==> config.mk <==
export PLATFORM = sky130hd
export DESIGN_NAME = arbitro_acciones_flat
export DESIGN_NICKNAME = d
export VERILOG_FILES = /design/src/rtl/arbitro_acciones_if.sv /design/src/rtl/arbitro_acciones.sv /design/src/flat_wrapper.sv
export SDC_FILE = /design/constraint.sdc
export NUM_CORES = 1
export LEC_CHECK = 0
export ABC_AREA = 1
export CORE_UTILIZATION = 49
export CTS_CLUSTER_SIZE = 40
export DETAILED_ROUTE_END_ITERATION = 7
export GPL_TIMING_DRIVEN = 1
export PLACE_DENSITY = 0.74
export SYNTH_ARGS = -nofsm -noshare
export SYNTH_HDL_FRONTEND = slang
export SYNTH_SLANG_ARGS = --single-unit
==> constraint.sdc <==
create_clock -name clk -period 2.14 [get_ports clk]
set_input_delay 0.321 -clock clk [delete_from_list [all_inputs] [get_ports clk]]
set_output_delay 0.321 -clock clk [all_outputs]
set_load 0.01 [all_outputs]
==> src/rtl/arbitro_acciones_if.sv <==
// arbitro_acciones_if: action command handshake between the button arbiter
// (master) and the pet state machine (slave).
interface arbitro_acciones_if;
    logic       accion_valida;
    logic [1:0] accion_codigo;
    logic       accion_listo;

    modport master (
        output accion_valida,
        output accion_codigo,
        input  accion_listo
    );

    modport slave (
        input  accion_valida,
        input  accion_codigo,
        output accion_listo
    );
endinterface

==> src/rtl/arbitro_acciones.sv <==
// arbitro_acciones: turns the three pet buttons (Comida, Medicina, Test) into
// one action command at a time for the pet state machine. The command uses a
// valid/ready handshake. A long press on Boton_Test toggles test mode, and a
// cooldown is inserted after every accepted action.
// Optional build macro ARBITRO_ROUND_ROBIN_EN: rotating priority, where the
// last granted source drops to the lowest priority. When the macro is
// undefined, priority is fixed at Medicina > Comida > Test.
module arbitro_acciones #(
    parameter int TEST_HOLD = 50,
    parameter int COOLDOWN  = 4,
    parameter int HOLD_W    = $clog2(TEST_HOLD + 1)
) (
    input  logic               clk,
    input  logic               reset,
    input  logic               Boton_Comida,
    input  logic               Boton_Medicina,
    input  logic               Boton_Test,
    arbitro_acciones_if.master acc,
    output logic               modo_test,
    output logic               ocupado,
    output logic [7:0]         descartes
);

    localparam logic [1:0] COD_NONE     = 2'b00;
    localparam logic [1:0] COD_COMIDA   = 2'b01;
    localparam logic [1:0] COD_MEDICINA = 2'b10;
    localparam logic [1:0] COD_TEST     = 2'b11;

    // Bit positions inside the synchronizer, request and pending vectors.
    localparam int IDX_C = 0;
    localparam int IDX_M = 1;
    localparam int IDX_T = 2;

    localparam logic [HOLD_W-1:0] HOLD_MAX = HOLD_W'(TEST_HOLD);
    localparam logic [HOLD_W-1:0] HOLD_PRE = HOLD_W'(TEST_HOLD - 1);

    localparam int                COOL_W      = (COOLDOWN > 1) ? $clog2(COOLDOWN) : 1;
    localparam int                COOL_LAST_I = (COOLDOWN > 0) ? COOLDOWN - 1 : 0;
    localparam logic [COOL_W-1:0] COOL_LAST   = COOL_W'(COOL_LAST_I);
    localparam bit                HAS_COOL    = (COOLDOWN > 0);

    typedef enum logic [1:0] {
        IDLE   = 2'd0,
        GRANT  = 2'd1,
        ENFRIA = 2'd2
    } state_t;

    logic [2:0]        sync1;
    logic [2:0]        sync2;
    logic [2:0]        sync_prev;
    logic [HOLD_W-1:0] hold_cnt;
    logic              hold_hit;
    logic              rise_c;
    logic              rise_m;
    logic              fall_t;
    logic [2:0]        req;
    logic [2:0]        pend;
    logic [2:0]        clr;
    logic [2:0]        drop;
    logic [1:0]        drop_cnt;
    logic [8:0]        desc_sum;
    logic [2:0]        sel_clr;
    logic [1:0]        sel_code;
    logic              grant_fire;

    state_t            state_q;
    state_t            state_d;
    logic              valida_q;
    logic              valida_d;
    logic [1:0]        codigo_q;
    logic [1:0]        codigo_d;
    logic [COOL_W-1:0] cool_q;
    logic [COOL_W-1:0] cool_d;

    assign acc.accion_valida = valida_q;
    assign acc.accion_codigo = codigo_q;

    // Two-FF synchronizers, plus one extra stage that feeds the edge detectors.
    always_ff @(posedge clk or negedge reset) begin
        if (!reset) begin
            sync1     <= '0;
            sync2     <= '0;
            sync_prev <= '0;
        end else begin
            sync1     <= {Boton_Test, Boton_Medicina, Boton_Comida};
            sync2     <= sync1;
            sync_prev <= sync2;
        end
    end

    assign rise_c   = sync2[IDX_C] & ~sync_prev[IDX_C];
    assign rise_m   = sync2[IDX_M] & ~sync_prev[IDX_M];
    assign fall_t   = ~sync2[IDX_T] & sync_prev[IDX_T];
    assign hold_hit = sync2[IDX_T] && (hold_cnt == HOLD_PRE);

    // A test-step request is a short press that is released while test mode is on.
    assign req = {fall_t & modo_test & (hold_cnt < HOLD_MAX), rise_m, rise_c};

    // Long-press detection: count the held cycles, then toggle once and saturate until release.
    always_ff @(posedge clk or negedge reset) begin
        if (!reset) begin
            hold_cnt  <= '0;
            modo_test <= 1'b0;
        end else begin
            if (!sync2[IDX_T]) begin
                hold_cnt <= '0;
            end else if (hold_cnt != HOLD_MAX) begin
                hold_cnt <= hold_cnt + HOLD_W'(1);
            end
            if (hold_hit) begin
                modo_test <= ~modo_test;
            end
        end
    end

`ifdef ARBITRO_ROUND_ROBIN_EN
    logic [1:0] last_code;

    // Rotating priority on the ring Medicina -> Comida -> Test, starting after the last grant.
    always_comb begin
        sel_clr = 3'b000;
        case (last_code)
            COD_MEDICINA: begin
                if (pend[IDX_C])      sel_clr = 3'b001;
                else if (pend[IDX_T]) sel_clr = 3'b100;
                else if (pend[IDX_M]) sel_clr = 3'b010;
            end
            COD_COMIDA: begin
                if (pend[IDX_T])      sel_clr = 3'b100;
                else if (pend[IDX_M]) sel_clr = 3'b010;
                else if (pend[IDX_C]) sel_clr = 3'b001;
            end
            default: begin
                if (pend[IDX_M])      sel_clr = 3'b010;
                else if (pend[IDX_C]) sel_clr = 3'b001;
                else if (pend[IDX_T]) sel_clr = 3'b100;
            end
        endcase
    end

    // Remember the last granted source. Resetting it to Test gives the order Medicina > Comida > Test.
    always_ff @(posedge clk or negedge reset) begin
        if (!reset) begin
            last_code <= COD_TEST;
        end else if (grant_fire) begin
            last_code <= sel_code;
        end
    end
`else
    // Fixed priority: Medicina > Comida > Test.
    always_comb begin
        sel_clr = 3'b000;
        if (pend[IDX_M])      sel_clr = 3'b010;
        else if (pend[IDX_C]) sel_clr = 3'b001;
        else if (pend[IDX_T]) sel_clr = 3'b100;
    end
`endif

    assign sel_code = sel_clr[IDX_M] ? COD_MEDICINA :
                      sel_clr[IDX_C] ? COD_COMIDA   :
                      sel_clr[IDX_T] ? COD_TEST     : COD_NONE;

    // Next-state and next-output logic for IDLE -> GRANT -> ENFRIA.
    always_comb begin
        state_d    = state_q;
        valida_d   = valida_q;
        codigo_d   = codigo_q;
        cool_d     = cool_q;
        grant_fire = 1'b0;
        case (state_q)
            IDLE: begin
                if (|pend) begin
                    grant_fire = 1'b1;
                    state_d    = GRANT;
                    valida_d   = 1'b1;
                    codigo_d   = sel_code;
                end
            end
            GRANT: begin
                if (acc.accion_listo) begin
                    valida_d = 1'b0;
                    codigo_d = COD_NONE;
                    cool_d   = '0;
                    state_d  = HAS_COOL ? ENFRIA : IDLE;
                end
            end
            ENFRIA: begin
                if (cool_q == COOL_LAST) begin
                    cool_d  = '0;
                    state_d = IDLE;
                end else begin
                    cool_d = cool_q + COOL_W'(1);
                end
            end
            default: begin
                state_d  = IDLE;
                valida_d = 1'b0;
                codigo_d = COD_NONE;
                cool_d   = '0;
            end
        endcase
    end

    // FSM state and registered handshake outputs. ocupado tracks the next state so it lines up with it.
    always_ff @(posedge clk or negedge reset) begin
        if (!reset) begin
            state_q  <= IDLE;
            valida_q <= 1'b0;
            codigo_q <= COD_NONE;
            cool_q   <= '0;
            ocupado  <= 1'b0;
        end else begin
            state_q  <= state_d;
            valida_q <= valida_d;
            codigo_q <= codigo_d;
            cool_q   <= cool_d;
            ocupado  <= (state_d != IDLE);
        end
    end

    // A new request in the same cycle as the grant clear wins. A request on a bit that is already pending is a drop.
    assign clr      = grant_fire ? sel_clr : 3'b000;
    assign drop     = req & pend & ~clr;
    assign drop_cnt = {1'b0, drop[0]} + {1'b0, drop[1]} + {1'b0, drop[2]};
    assign desc_sum = {1'b0, descartes} + {7'b0, drop_cnt};

    // Pending request bits and the saturating drop counter.
    always_ff @(posedge clk or negedge reset) begin
        if (!reset) begin
            pend      <= '0;
            descartes <= '0;
        end else begin
            pend      <= (pend & ~clr) | req;
            descartes <= desc_sum[8] ? 8'hFF : desc_sum[7:0];
        end
    end

endmodule

==> src/flat_wrapper.sv <==
// flat-port wrapper written by rule: the top's interface ports become plain ports
module arbitro_acciones_flat 
#(
    parameter int TEST_HOLD = 50,
    parameter int COOLDOWN  = 4,
    parameter int HOLD_W    = $clog2(TEST_HOLD + 1)
)
  (clk, reset, Boton_Comida, Boton_Medicina, Boton_Test, modo_test, ocupado, descartes, acc_accion_valida, acc_accion_codigo, acc_accion_listo);
  arbitro_acciones_if acc_i ();
  input  logic clk;
  input  logic reset;
  input  logic Boton_Comida;
  input  logic Boton_Medicina;
  input  logic Boton_Test;
  output logic modo_test;
  output logic ocupado;
  output logic [7:0] descartes;
  output wire logic [$bits(acc_i.accion_valida)-1:0] acc_accion_valida;
  output wire logic [$bits(acc_i.accion_codigo)-1:0] acc_accion_codigo;
  input wire logic [$bits(acc_i.accion_listo)-1:0] acc_accion_listo;
  assign acc_accion_valida = acc_i.accion_valida;
  assign acc_accion_codigo = acc_i.accion_codigo;
  assign acc_i.accion_listo = acc_accion_listo;
  arbitro_acciones #(.TEST_HOLD(TEST_HOLD), .COOLDOWN(COOLDOWN), .HOLD_W(HOLD_W)) u_core (.clk(clk), .reset(reset), .Boton_Comida(Boton_Comida), .Boton_Medicina(Boton_Medicina), .Boton_Test(Boton_Test), .acc(acc_i), .modo_test(modo_test), .ocupado(ocupado), .descartes(descartes));
endmodule
# After elaboration in Yosys (flattened, before gate mapping)
# Index checks and enable logic that the tools add are counted.
# W data, S select, Z words.
# classes
addsub,5
n_mul,0
div_mod_pow,0
magnitude_cmp,1
n_eq_ne,8
shift,0
n_mux,24
bitwise,16
reduce_logical,6
# op_table
cell,count
$mux W2,9
$pmux W2 S3,3
$mux W3,4
$mux W6,2
$add A8 B2 Y9,1
$and A3 B3 Y3,3
$mux W8,1
$add A6 B1 Y6 const B,1
$eq A6 B6 Y1 const B,1
$lt A6 B6 Y1 const B,1
$ne A6 B6 Y1 const B,1
$not A1 Y1,6
$and A1 B1 Y1,5
$eq A2 B2 Y1 const B,2
$mux W1,4
$ne A2 B2 Y1 const B,2
$not A3 Y3,1
$or A3 B3 Y3,1
$pmux W1 S3,1
$reduce_and A3 Y1,1
$reduce_or A3 Y1,1
$add A1 B1 Y2,1
$add A2 B1 Y2,1
$add A2 B1 Y2 const B,1
6 further kinds,6
# totals
ff_bits,35
latchBits,0
ram_bits,0
rom_bits,0
in_bits,6
mem_count,0

# Depth between registers and ports, before layout
# logic_depth
ltp_word,10
ltp_mapped,13
depth_no_buf,13

# Worst setup path after synthesis
# Ideal clock, no wire load.
# synth_timing
path_type,register to register
start,register u_core.state_q[0]
end,register u_core.descartes[2]
t_arrival_ps,2157
required_time_ps,2009
path_slack_ps,-148
stages_incl_launch_ff,12
synth_period_minus_slack_ps,2288
cell_sequence,dfrtp_1 > nor2_4 > nand2_2 > nand2_1 > nor2_1 > fa_1 > ha_1 > fa_1 > nand2_1 > inv_2 > nand4_2 > o21ai_0
# synth_via
elab_chain_len,9
# synth_rtl
item,line_no,source
from (decl),arbitro_acciones.sv:66,state_t state_q;
from (signal assigned),arbitro_acciones.sv:213,state_q <= state_d;
$logic_not A2 Y1 (*),arbitro_acciones.sv:170,case (state_q)
$mux W1 (*),arbitro_acciones.sv:170,
$mux W3 (*),arbitro_acciones.sv:222,assign clr = grant_fire ? sel_clr : 3'b000;
$not A3 Y3 (*),arbitro_acciones.sv:223,assign drop = req & pend & ~clr;
$and A3 B3 Y3 (*),arbitro_acciones.sv:223,
$add A1 B1 Y2,arbitro_acciones.sv:224,"assign drop_cnt = {1'b0, drop[0]} + {1'b0, drop[1]} + {1'b0, drop[2]};"
$add A2 B1 Y2 (*),arbitro_acciones.sv:224,
$add A8 B2 Y9 (*),arbitro_acciones.sv:225,"assign desc_sum = {1'b0, descartes} + {7'b0, drop_cnt};"
$mux W8 (*),arbitro_acciones.sv:234,descartes <= desc_sum[8] ? 8'hFF : desc_sum[7:0];
to (signal assigned),arbitro_acciones.sv:234,
to (decl),arbitro_acciones.sv:21,output logic [7:0] descartes
# Every way passes the cells marked *; elsewhere a longest branch is shown, timed or not.
# A chain may end at the register's enable or synchronous reset.

# Worst setup path after layout
# layout_timing
start,register u_core.state_q[0]
end,register u_core.descartes[7]
# Same word-level chain as after synthesis.

==> reports/qor.yml <==
grt_max_degree: 36
synth_fa_ha_area_share_pct: 7.26
syn_nets: 186
grt.total_usage_pct: 19.0
final.setup_skew_ps: 6.73
wirelength_mm: 2.81
synthXorXnorAreaFrac_pct: 0.552
synthSimpleGateAreaFrac_pct: 27.2
hold_buffers: 0
postLayoutCoreUtil_pct: 66.4
yosysTopAreaCellShare_pct: 55.2
cts_num_sinks: 35
grt_pass1_vias: 1148
whs_ps: 358
yosysMostFrequentCell: "nand2_1"
violations: "setup timing"
dr_total_vias: 1209
area_growth_pct: 27.9
critPathCaptureType: "flip-flop"
leakagePower_uw: 0.00103
rows: 20
placed_cells: 238
start_kind: "flip-flop"
drc: 0
dieWidth_um: 58.9
max_freq_ghz: 0.437
instances_no_fill: 250
grt_pass1_wl_mm: 4.78
arrival_ps: 2530
pwr_density_cell_nw_per_um2: 1050
synth-edff-count: 0
fin_crit_ps: 2290
drt-initial-drc-count: 31
crit_fanout: 6
first_pass_iters: 4
diodes: 0
min_period_over_period_pct: 107
clk_path_buf_depth: 2
cts_root_buf: "clkbuf_4"
hold_viol: 0
rr_worst_depth: 13
antenna_found_initial: 0
final_nets: 220
yosysWarnings: 0
ys_seq_elements: 35
cts_buffers: 5
clk_pin_slew_ps: 100
ir_worst_vdd_mv: 0.486
finalSetupTns_ps: -872
h-tree-depth: 2
worstSetupPathType: "reg2reg"
status: "finished, violations left"
dieArea_um2: 3470
async_flop_share_pct: 100
rsz0062_at_grt: "true"
ios: 19
syn-cell-area_um2: 1590
slew_violations: 0
place_hpwl_mm: 1.96
grt.overflow.total: 0
drv_cap: 0
synthMuxAreaShare_pct: 0.631
hp-class: "reg2reg"
netlist_instances: 172
coreArea_um2: 3050
start_util_pct: 51.9
tritoncts: "done"
post_drt_wl_per_cell_um: 11.2
ant_nets: 0
whs_path_depth: 0
final_layout_size_suffix_gt1_share_pct: 18.0
setup_viol: 8
synth_area_per_cell_um2: 9.22
max_slew_margin_pct: 71.8
fin_ws_ps: -150
vias_per_cell: 4.84
synth_top_family_by_area: "simple AND/OR/NAND/NOR gates"
synth.distinct_cells: 25
cp_data_required_time_ps: 2380
place.gp.congestion: 0.801
die_y_um: 58.9
synth-seq-area-share_pct: 55.2
yosys.area.top_type: "dfrtp_1"
tightest_slew_ps: 423
synthFlopType: "dfrtp_1"
insertion_delay_ps: 340
ys_top_cells_by_count: "nand2_1 (48), dfrtp_1 (35), inv_1 (24)"
synth_compound_area_share_pct: 3.24
port_buffers: 18
synth.top_cells.by_area: "dfrtp_1 (55%), nand2_1 (11%), inv_1 (5.7%), ha_1 (4.7%), nand3_1 (4.7%)"
through the flow:
stage | setup WS [ps] | area, um2 | power (uW)
floorplan | -81.7 | 1610 | 1320
global placement | -123 | 1870 | 1610
detailed placement | -199 | 1870 | 1630
CTS | -146 | 1990 | 2110
global route | -294 | 2030 | 2300
finish | -150 | 2030 | 2130
layout by cell type (no fill, tap or decap), types with 2 or more instances in the layout:
cell type / count
buf_4: 8
clkbuf_4: 5
clkdlybuf4s50_1: 18
dfrtp_1: 35
ha_1: 5
inv_1: 24
nand2_1: 45
nand2_2: 4
nand3_1: 12
nand3_2: 4
nand3b_1: 2
nand4_1: 2
nor2_1: 13
nor2_2: 2
nor2_4: 3
o21ai_0: 4
o21bai_1: 2
sequential cells by signal, summed over array words and instances, names as in the netlist, 2 cells and up:
name	count
u_core.descartes	8
u_core.sync_prev	3
u_core.sync1	3
u_core.hold_cnt	6
u_core.acc.accion_codigo	2
u_core.cool_q	2
u_core.state_q	2
u_core.sync2	3
u_core.pend	3
worst paths after layout:
check                                      end  slack [ps]               from
max                        u_core.descartes[7]        -150  u_core.state_q[0]
min in group asynchronous       u_core.ocupado         370              reset
max reg2reg                u_core.descartes[7]        -150  u_core.state_q[0]
min                            u_core.sync2[2]         360    u_core.sync1[2]
min reg2reg                    u_core.sync2[2]         360    u_core.sync1[2]
max in group asynchronous   u_core.hold_cnt[1]        1460              reset
layout make-up:
| class | instances | area, um2 |
|---|---|---|
| repair buffers | 27 | 260 |
| well taps | 44 | 55.1 |
| fillers | 260 | 1030 |
| multi-input cells | 112 | 683 |
| flip-flops and latches | 35 | 876 |
| inverters | 25 | 96.3 |
| clock inverters | 1 | 5.00 |
| clock buffers | 6 | 51.3 |
critical path, stage by stage (launching register included):
cell	delay, ps
dfrtp_1	420
nor2_4	160
nand2_2	90
nand2_4	80
nor2_4	30
fa_1	460
ha_2	200
fa_2	350
nand2_2	90
inv_4	60
nor2_1	80
nand3_1	70
nand2_1	70
inv_1	30
power breakdown:
part / switching, uW / internal (uW)
clock: 215 / 152
combinational: 403 / 426
sequential: 127 / 811
total: 745 / 1390
cells by family after synthesis:
logic type      count (synthesis)
simple gates                   93
xor+xnor                        1
mux                             1
fa+ha+maj                       8
compound gates                  9
flops                          35
buf+inv                        25
timing repair:
action / 4_1_cts / 5_1_grt
endpoints found under the setup margin: 8 / 8
resized for setup: 6 / 6
pin swaps: 4 / 4
buffers inserted: 3 / 2
cloned: 0 / 0
layer usage:
metal	part of all wire [%]	global-route usage [%]
met1	43	22.9
met2	49	29.2
met3	5.2	7.03
met4	2.3	10.5
met5	0	0
Power figures use the tool's default switching activity.
